===== src/rtl/vga_line_prefetch.sv =====
// Prefetches the next scanout line from the shared single-port framebuffer into a
// 2-line buffer and grants renderer accesses between fetch beats. Optional: VGA_LPF_UNDERRUN_EN.
module vga_line_prefetch #(
    parameter int ADDR_W   = 19,
    parameter int FB_BASE  = 0,
    parameter int H_ACTIVE = 640,
    parameter int V_ACTIVE = 480,
    parameter int V_TOTAL  = 525,
    parameter int CPU_SLOT = 8
) (
    input  logic              clk100,
    input  logic              rst,
    input  logic [9:0]        Line,
    output logic              lb_we,
    output logic [10:0]       lb_addr,
    output logic [7:0]        lb_wdata,
    output logic              mem_req,
    output logic              mem_we,
    output logic [ADDR_W-1:0] mem_addr,
    output logic [7:0]        mem_wdata,
    input  logic [7:0]        mem_rdata,
    input  logic              mem_ack,
    input  logic              cpu_req,
    input  logic              cpu_we,
    input  logic [ADDR_W-1:0] cpu_addr,
    input  logic [7:0]        cpu_wdata,
    output logic [7:0]        cpu_rdata,
    output logic              cpu_ack,
`ifdef VGA_LPF_UNDERRUN_EN
    output logic              underrun,
`endif
    output logic              busy
);

    typedef enum logic [2:0] {IDLE, F_REQ, F_WAIT, C_REQ, C_WAIT} state_t;

    localparam int                SLOT_W    = $clog2(CPU_SLOT + 1);
    localparam logic [9:0]        LAST_LINE = 10'(V_TOTAL - 1);
    localparam logic [9:0]        V_LIMIT   = 10'(V_ACTIVE);
    localparam logic [9:0]        LAST_PX   = 10'(H_ACTIVE - 1);
    localparam logic [SLOT_W-1:0] SLOT_MAX  = SLOT_W'(CPU_SLOT);

    state_t              state_q, state_d;
    logic [9:0]          line_q;
    logic [9:0]          t_q, t_d, t_next;
    logic [9:0]          px_q, px_d;
    logic [SLOT_W-1:0]   slot_q, slot_d, slot_inc;
    logic                discard_q, discard_d;
    logic                cap_we_q, cap_we_d;
    logic [ADDR_W-1:0]   cap_addr_q, cap_addr_d;
    logic [7:0]          cap_wdata_q, cap_wdata_d;
    logic                trigger, fetch_go;

    logic                busy_d, mem_req_d, mem_we_d, lb_we_d, cpu_ack_d;
    logic [ADDR_W-1:0]   mem_addr_d;
    logic [7:0]          mem_wdata_d, lb_wdata_d, cpu_rdata_d;
    logic [10:0]         lb_addr_d;

    // Line T starts at T*640 = (T<<9)+(T<<7), wrapping within the address space.
    function automatic logic [ADDR_W-1:0] line_base(input logic [9:0] t);
        return ADDR_W'(FB_BASE) + (ADDR_W'(t) << 9) + (ADDR_W'(t) << 7);
    endfunction

    always_comb begin
        // NOTE: every signal written here gets a default first, so no latches are inferred.
        trigger     = (Line != line_q);
        t_next      = (Line == LAST_LINE) ? 10'd0 : Line + 10'd1;
        fetch_go    = trigger && (t_next < V_LIMIT);
        slot_inc    = (slot_q == SLOT_MAX) ? slot_q : slot_q + 1'b1;

        state_d     = state_q;
        t_d         = t_q;
        px_d        = px_q;
        slot_d      = slot_q;
        discard_d   = discard_q;
        cap_we_d    = cap_we_q;
        cap_addr_d  = cap_addr_q;
        cap_wdata_d = cap_wdata_q;
        busy_d      = busy;
        mem_req_d   = mem_req;
        mem_we_d    = mem_we;
        mem_addr_d  = mem_addr;
        mem_wdata_d = mem_wdata;
        lb_we_d     = 1'b0;
        lb_addr_d   = lb_addr;
        lb_wdata_d  = lb_wdata;
        cpu_ack_d   = 1'b0;
        cpu_rdata_d = cpu_rdata;

        // A new line while already working: restart the fetch for the new target and
        // drop the data of a read that is still in flight.
        if (fetch_go && state_q != IDLE) begin
            t_d    = t_next;
            px_d   = '0;
            busy_d = 1'b1;
            if (state_q == F_WAIT)
                discard_d = 1'b1;
        end

        case (state_q)
            IDLE: begin
                if (fetch_go) begin
                    state_d = F_REQ;
                    t_d     = t_next;
                    px_d    = '0;
                    slot_d  = '0;
                    busy_d  = 1'b1;
                end else if (cpu_req) begin
                    state_d     = C_REQ;
                    cap_we_d    = cpu_we;
                    cap_addr_d  = cpu_addr;
                    cap_wdata_d = cpu_wdata;
                end
            end
            F_REQ: begin
                if (!fetch_go) begin
                    mem_req_d  = 1'b1;
                    mem_we_d   = 1'b0;
                    mem_addr_d = line_base(t_q) + ADDR_W'(px_q);
                    state_d    = F_WAIT;
                end
            end
            F_WAIT: begin
                if (mem_ack) begin
                    mem_req_d = 1'b0;
                    discard_d = 1'b0;
                    slot_d    = slot_inc;
                    if (!discard_q && !fetch_go) begin
                        lb_we_d    = 1'b1;
                        lb_addr_d  = {t_q[0], px_q};
                        lb_wdata_d = mem_rdata;
                        px_d       = px_q + 10'd1;
                    end
                    if (!discard_q && !fetch_go && px_q == LAST_PX) begin
                        state_d = IDLE;
                        busy_d  = 1'b0;
                    end else if (slot_inc == SLOT_MAX && cpu_req) begin
                        state_d     = C_REQ;
                        slot_d      = '0;
                        cap_we_d    = cpu_we;
                        cap_addr_d  = cpu_addr;
                        cap_wdata_d = cpu_wdata;
                    end else begin
                        state_d = F_REQ;
                    end
                end
            end
            C_REQ: begin
                mem_req_d   = 1'b1;
                mem_we_d    = cap_we_q;
                mem_addr_d  = cap_addr_q;
                mem_wdata_d = cap_wdata_q;
                state_d     = C_WAIT;
            end
            C_WAIT: begin
                if (mem_ack) begin
                    mem_req_d = 1'b0;
                    cpu_ack_d = 1'b1;
                    if (!cap_we_q)
                        cpu_rdata_d = mem_rdata;
                    state_d = busy_d ? F_REQ : IDLE;
                end
            end
            default: state_d = IDLE;
        endcase
    end

    always_ff @(posedge clk100 or posedge rst) begin
        if (rst) begin
            state_q     <= IDLE;
            line_q      <= '0;
            t_q         <= '0;
            px_q        <= '0;
            slot_q      <= '0;
            discard_q   <= 1'b0;
            cap_we_q    <= 1'b0;
            cap_addr_q  <= '0;
            cap_wdata_q <= '0;
            busy        <= 1'b0;
            mem_req     <= 1'b0;
            mem_we      <= 1'b0;
            mem_addr    <= '0;
            mem_wdata   <= '0;
            lb_we       <= 1'b0;
            lb_addr     <= '0;
            lb_wdata    <= '0;
            cpu_ack     <= 1'b0;
            cpu_rdata   <= '0;
        end else begin
            // NOTE: non-blocking assignments so every register samples pre-edge values.
            state_q     <= state_d;
            line_q      <= Line;
            t_q         <= t_d;
            px_q        <= px_d;
            slot_q      <= slot_d;
            discard_q   <= discard_d;
            cap_we_q    <= cap_we_d;
            cap_addr_q  <= cap_addr_d;
            cap_wdata_q <= cap_wdata_d;
            busy        <= busy_d;
            mem_req     <= mem_req_d;
            mem_we      <= mem_we_d;
            mem_addr    <= mem_addr_d;
            mem_wdata   <= mem_wdata_d;
            lb_we       <= lb_we_d;
            lb_addr     <= lb_addr_d;
            lb_wdata    <= lb_wdata_d;
            cpu_ack     <= cpu_ack_d;
            cpu_rdata   <= cpu_rdata_d;
        end
    end

`ifdef VGA_LPF_UNDERRUN_EN
    // Sticky: scanout moved on before the previous prefetch finished.
    always_ff @(posedge clk100 or posedge rst) begin
        if (rst)
            underrun <= 1'b0;
        else if (trigger && busy)
            underrun <= 1'b1;
    end
`endif

endmodule


===== config.mk =====
export PLATFORM = sky130hd
export DESIGN_NAME = vga_line_prefetch
export DESIGN_NICKNAME = d
export VERILOG_FILES = /design/src/rtl/vga_line_prefetch.sv
export SDC_FILE = /design/constraint.sdc
export NUM_CORES = 1
export LEC_CHECK = 0
export CAP_MARGIN = 20
export CORE_UTILIZATION = 44
export CTS_CLUSTER_DIAMETER = 200
export DETAILED_ROUTE_END_ITERATION = 7
export PLACE_DENSITY = 0.73
export SLEW_MARGIN = 20
export SYNTH_ARGS = -nofsm -noshare
export SYNTH_HDL_FRONTEND = slang
export SYNTH_SLANG_ARGS = --single-unit

===== constraint.sdc =====
create_clock -name clk100 -period 4.2 [get_ports clk100]
set_clock_uncertainty 0.15 [all_clocks]
set_input_delay 1.05 -clock clk100 [delete_from_list [all_inputs] [get_ports clk100]]
set_output_delay 1.05 -clock clk100 [all_outputs]
set_load 0.02 [all_outputs]

* After elaboration in Yosys (flattened, before gate mapping)
Index checks and enable logic that the tools add are counted.
** Storage, ports and cells
- Register bits :: 125
- Output and inout bits :: 59
- Logic and storage cells :: 128
** Cells by class
- Add/sub/neg operators :: 5
- Order comparisons :: 1
- Equality and inequality tests :: 19
- Muxes and demuxes :: 63
- Bitwise operators :: 1
- Reduce and logical (&&, ||, !) cells :: 20
** Operators by type and width (number)
- $mux 19 :: 6
- $mux 10 :: 8
- $pmux 19 s2 :: 2
- $mux 8 :: 5
- $mux 1 :: 22
- $add 10x1->10 const B :: 2
- $eq 10x10->1 const B :: 2
- $mux 4 :: 5
- $pmux 10 s2 :: 1
- $add 19x10->19 :: 1
- $add 19x17->19 :: 1
- $pmux 8 s2 :: 1
- $mux 3 :: 5
- $pmux 3 s5 :: 1
- $ne 2x2->1 const B :: 7
- $reduce_and 3->1 :: 4
- $lt 10x9->1 const B :: 1
- $ne 10x10->1 :: 1
- $eq 4x4->1 const B :: 2
- $pmux 4 s2 :: 1
- $eq 3x2->1 const B :: 2
- $pmux 1 s2 :: 3
- $reduce_and 6->1 :: 1
- $reduce_bool 3->1 :: 2
- other kinds (15) :: 23

* Longest topological paths before layout
- Depth in word-level cells :: 10
- Mapped depth :: 9

* Worst setup path before layout
OpenSTA, ideal clock, no wires.
- Path kind :: input to register
- Start :: input port Line[6]
- End :: register cap_addr_q[0]
- Data arrival time :: 3.292 ns
- Path slack :: 0.630 ns
- Stages on the path :: 8
- Cell sequence :: buf_2 -> or4b_4 -> nor4_4 -> a211oi_2 -> a21o_1 -> a32oi_4 -> buf_6 -> mux2_1
** On the way
- Cells in the longest elaborated chain, start to end :: 9
- Elaborated cells between the ends (all ways) :: 12
- Those cells by class :: 1 x add/sub; 1 x order compare; 4 x eq/ne; 1 x mux; 5 x reduce/logical
** Ends and longest elaborated chain
- from (decl) :: line 13 : input logic [9:0] Line,
- $add 10x1->10 / $eq 10x10->1 (equally long branches) :: line 67 : t_next = (Line == LAST_LINE) ? 10'd0 : Line + 10'd1;
- $mux 10 :: line 67
- $lt 10x9->1 :: line 68 : fetch_go = trigger && (t_next < V_LIMIT);
- $logic_and 1x1->1 * :: line 68
- $logic_not 1->1 :: line 134 : if (!discard_q && !fetch_go && px_q == LAST_PX) begin
- $logic_and 1x1->1 (2 in series) :: line 134
- $ne 2x2->1 (no source line)
- $reduce_and 6->1 (no source line) *
- to (signal assigned) :: line 198 : cap_addr_q <= cap_addr_d;
- to (decl) :: line 50 : logic [ADDR_W-1:0] cap_addr_q, cap_addr_d;
Mark *: on every way between the ends. The rest lies on a longest branch, timed or not.
A chain may end at the register's enable or synchronous reset.

* Final worst setup path
- Start :: input port Line[1]
- End :: register lb_addr[8]
** On the way
- Cells in the longest elaborated chain, start to end :: 7
- Elaborated cells between the ends (all ways) :: 9
- Those cells by class :: 1 x add/sub; 1 x order compare; 2 x eq/ne; 1 x mux; 4 x reduce/logical
** Ends and longest elaborated chain
- $add 10x1->10 / $eq 10x10->1 (equally long branches) :: line 67
- $mux 10 :: line 67
- $lt 10x9->1 :: line 68
- $logic_and 1x1->1 * :: line 68
- $logic_not 1->1 * :: line 128 : if (!discard_q && !fetch_go) begin
- $logic_and 1x1->1 * :: line 128
- $reduce_and 3->1 (no source line) *
- to (signal assigned) :: line 206 : lb_addr <= lb_addr_d;
- to (decl) :: line 15 : output logic [10:0] lb_addr,
Marked as above.

==> impl_metrics.csv <==
group,metric,value,unit
status,status,"finished clean",
routing,drtIter0Drc,332,
cts,cts-root-buf,"clkbuf_16",
cells_and_area,fin_util,59.97,%
pwr,intPower,3.439,mW
routing,viasPerCell,5.304,
sta,rsz0062_at_grt,"no",
placement,numPortBuffers,108,
cts,clk_latency,420,ps
setup_path,slowest_stage,"clkdlybuf4s50_1",
grt,antenna_found_initial,0,
die,ios,109,
synth,netlist_area,0.006002,mm2
setup_path,regToRegSetupSlack,1430,ps
placement,place_inst,799,
cts,cts-hold-fix-buffers,0,
setup_path,crit_chain,"clkdlybuf4s50_1 > inv_1 > ha_1 > or4b_4 > nor4_4 > a211oi_2 > a21o_1 > buf_4 > nand2_1 > buf_12 > mux2_2",
cells_and_area,syn_to_final_growth,32.83,%
routing,first_pass_iters,4,
sta,post-route-period-util,85.79,%
setup_path,startpoint,"Line[1]",
routing,drt_wl_total,13320,um
placement,gp_congestion,0.8933,
synth,ys_ff_latch,125,
synth,yosysUniqueCellTypes,53,
die,fp.dieH,118.8,um
cts,cts_setup_buffers,0,
synth,synth.most_common_cell,"dfrtp_1",
cts,htreeDepth,4,
pwr,ir_worst_vdd,0.0003260,V
cts,path_clk_slew,50,ps
synth,synth_top_area_cell,"dfrtp_1",
sta,slew_headroom,38.79,%
die,die-area,0.01411,mm2
pwr,power.leakage,3.531,nW
cts,cts_buffers,17,
die,start_util,45.14,%
synth,syn_area_per_cell,11.54,um2
cells_and_area,n_fill_cell,1075,
synth,synth_warnings,0,
cells_and_area,stdcell_count,831,
cts,cts.sinks,125,
grt,grt_start_max_net_pins,65,
synth,synthTopCellsByArea,"dfrtp_1, mux2_2, ha_1, mux2_1, xnor2_1",
min_path,holdCritPathClass,"flop to flop",
routing,drc,0,
synth,async_flop_share,100.0,%
routing,vias,4408,
grt,grt_pass1_vias,4430,
setup_path,max_stage_delay,520,ps
routing,ant_nets,0,
cts,ctsLongestPathBuffers,2,
pwr,seq_power_share,36.6,%
pwr,power.switching,1.666,mW
routing,post_drt_wl_per_cell,16.02,um
cells_and_area,fin_area,0.007973,mm2
pwr,clockPowerShare,27.8,%
die,fp-row-count,42,
setup_path,r2r-start,"slot_q[0]",
min_path,hp-start,"cap_addr_q[5]",
cells_and_area,drive_above_1_share,15.57,%
setup_path,worstSetupPathType,"primary input to flop",
sta,tightest_slew,916.0,ps
cts,ctsResizeCount,0,
setup_path,path_max_fanout,22,
placement,dp_hpwl,9644,um
grt,grtUsageTotal,20.07,%
placement,dpl_cell_area,0.007386,mm2
grt,grt_overflow,0,
synth,netlist_top_cells_count,"dfrtp_1, mux2_2, a21oi_1",
synth,synth-edff-count,0,
sta,period_needed,3603,ps
setup_path,cp-start-kind,"primary input",
sta,max_freq,277.5,MHz
cells_and_area,multi_input_area,0.002681,mm2
synth,syn_inst,520,
synth,synth.top_cell.area_share,52.12,%
pwr,swShare,32.64,%
setup_path,critPathRequiredTime,4350,ps
pwr,cellPowerDensity,640.4,mW/mm2
grt,grt_pass1_wl,21980,um
synth,synth_nets,596,
die,die_x,118.8,um
synth,synth_ff_type,"dfrtp_1",
sta,setup_viol,0,
cells_and_area,layout.nets,718,
setup_path,crit_path_end_kind,"flop",
sta,holdWs,342.1,ps
sta,hold_viol_final,0,
pwr,power_frac_comb,35.6,%
cells_and_area,regArea,0.003128,mm2
sta,final-max-slew-violation-count,0,
cts,cts_tree,"yes",
flow_run,drv_cap,0,
synth,yosysSeqAreaShare,52.12,%
sta,finalSetupTns,0,ps
die,coreArea,0.01330,mm2
setup_path,arrival,3750,ps
cells_and_area,antenna_cells,0,
[worst max-delay path, delay by kind of cell]
kind                       cells  cell delay, ps
adders and majority gates      1             130
muxes                          1             350
buffers and inverters          4            1010
AOI/OAI and AO/OA              2             360
and+or+nand+nor                3             840
[metal layers]
layer  up-vias  part of all wire [%]  global-route usage (%)
met4         0                   1.7                   7.991
met3        14                   4.2                   4.681
li1       2101                     -                       -
met2       114                    47                   31.69
met5         -                     0                       0
met1      2179                    47                   26.67
[path summary, 6_finish.rpt]
path,cells after the start,to
worst max-delay path,11,lb_addr[8]
worst min-delay path,1,cap_addr_q[5]
max in group asynchronous,3,t_q[0]
worst min register to register,1,cap_addr_q[5]
min in group asynchronous,2,mem_wdata[3]
worst max register to register,8,cap_addr_q[3]
[placed cells by master, fill, tap and decap left out, types with 5 or more instances in the layout]
cell and n:
dfrtp_1 125, clkdlybuf4s50_1 108, mux2_2 43, a21oi_1 35, nand2_1 32, nor2_1 27
inv_1 26, ha_1 24, xnor2_1 23, mux2_1 20, clkbuf_16 17, o22ai_1 14
o21ai_0 14, buf_4 12, xor2_1 11, nand3_1 10, nand4_1 9, nand2b_1 6
nor3_1 6, nor2b_1 5, or3_1 5, o31ai_1 5, clkinv_2 5
[cell type report]
class                   instances  area share [%]
multi-input cells             347           33.63
clock buffers                  21           5.901
flip-flops and latches        125           39.23
repair buffers                124           15.69
clock inverters                11           1.460
well taps                     176           2.762
inverters                      27           1.318
[kinds of logic after synthesis]
family | share of synthesized area (%)
buffers and inverters | 3.335
xor gates and xnor gates | 4.961
DFF | 52.12
muxes | 12.49
adders and majority gates | 5.837
AOI/OAI and AO/OA | 10.65
and+or+nand+nor | 10.61
[through the flow]
| step | worst slack, ps | total power [mW] |
|---|---|---|
| global placement | 256.9 | 3.623 |
| detailed placement | 174.5 | 3.704 |
| CTS | 611.8 | 5.148 |
| floorplan | 630.1 | 2.952 |
| finish | 596.8 | 5.106 |
| global route | 454.5 | 5.385 |
[power by group through the flow]
stage | sequential (mW) | combinational [mW] | clock (mW)
finish | 1.87 | 1.82 | 1.42
global route | 1.92 | 1.97 | 1.49
CTS | 1.87 | 1.83 | 1.44
detailed placement | 1.88 | 1.82 | 0
global placement | 1.86 | 1.76 | 0
floorplan | 2.07 | 0.885 | 0
[flip-flops by register name, indices dropped and copies added, names as in the netlist, 4 cells and up, named ones only]
name / cells
cap_wdata_q: 8
mem_addr: 19
t_q: 5
cpu_rdata: 8
px_q: 10
lb_addr: 11
lb_wdata: 8
slot_q: 4
line_q: 10
mem_wdata: 8
cap_addr_q: 19
Power figures use the tool's default switching activity.
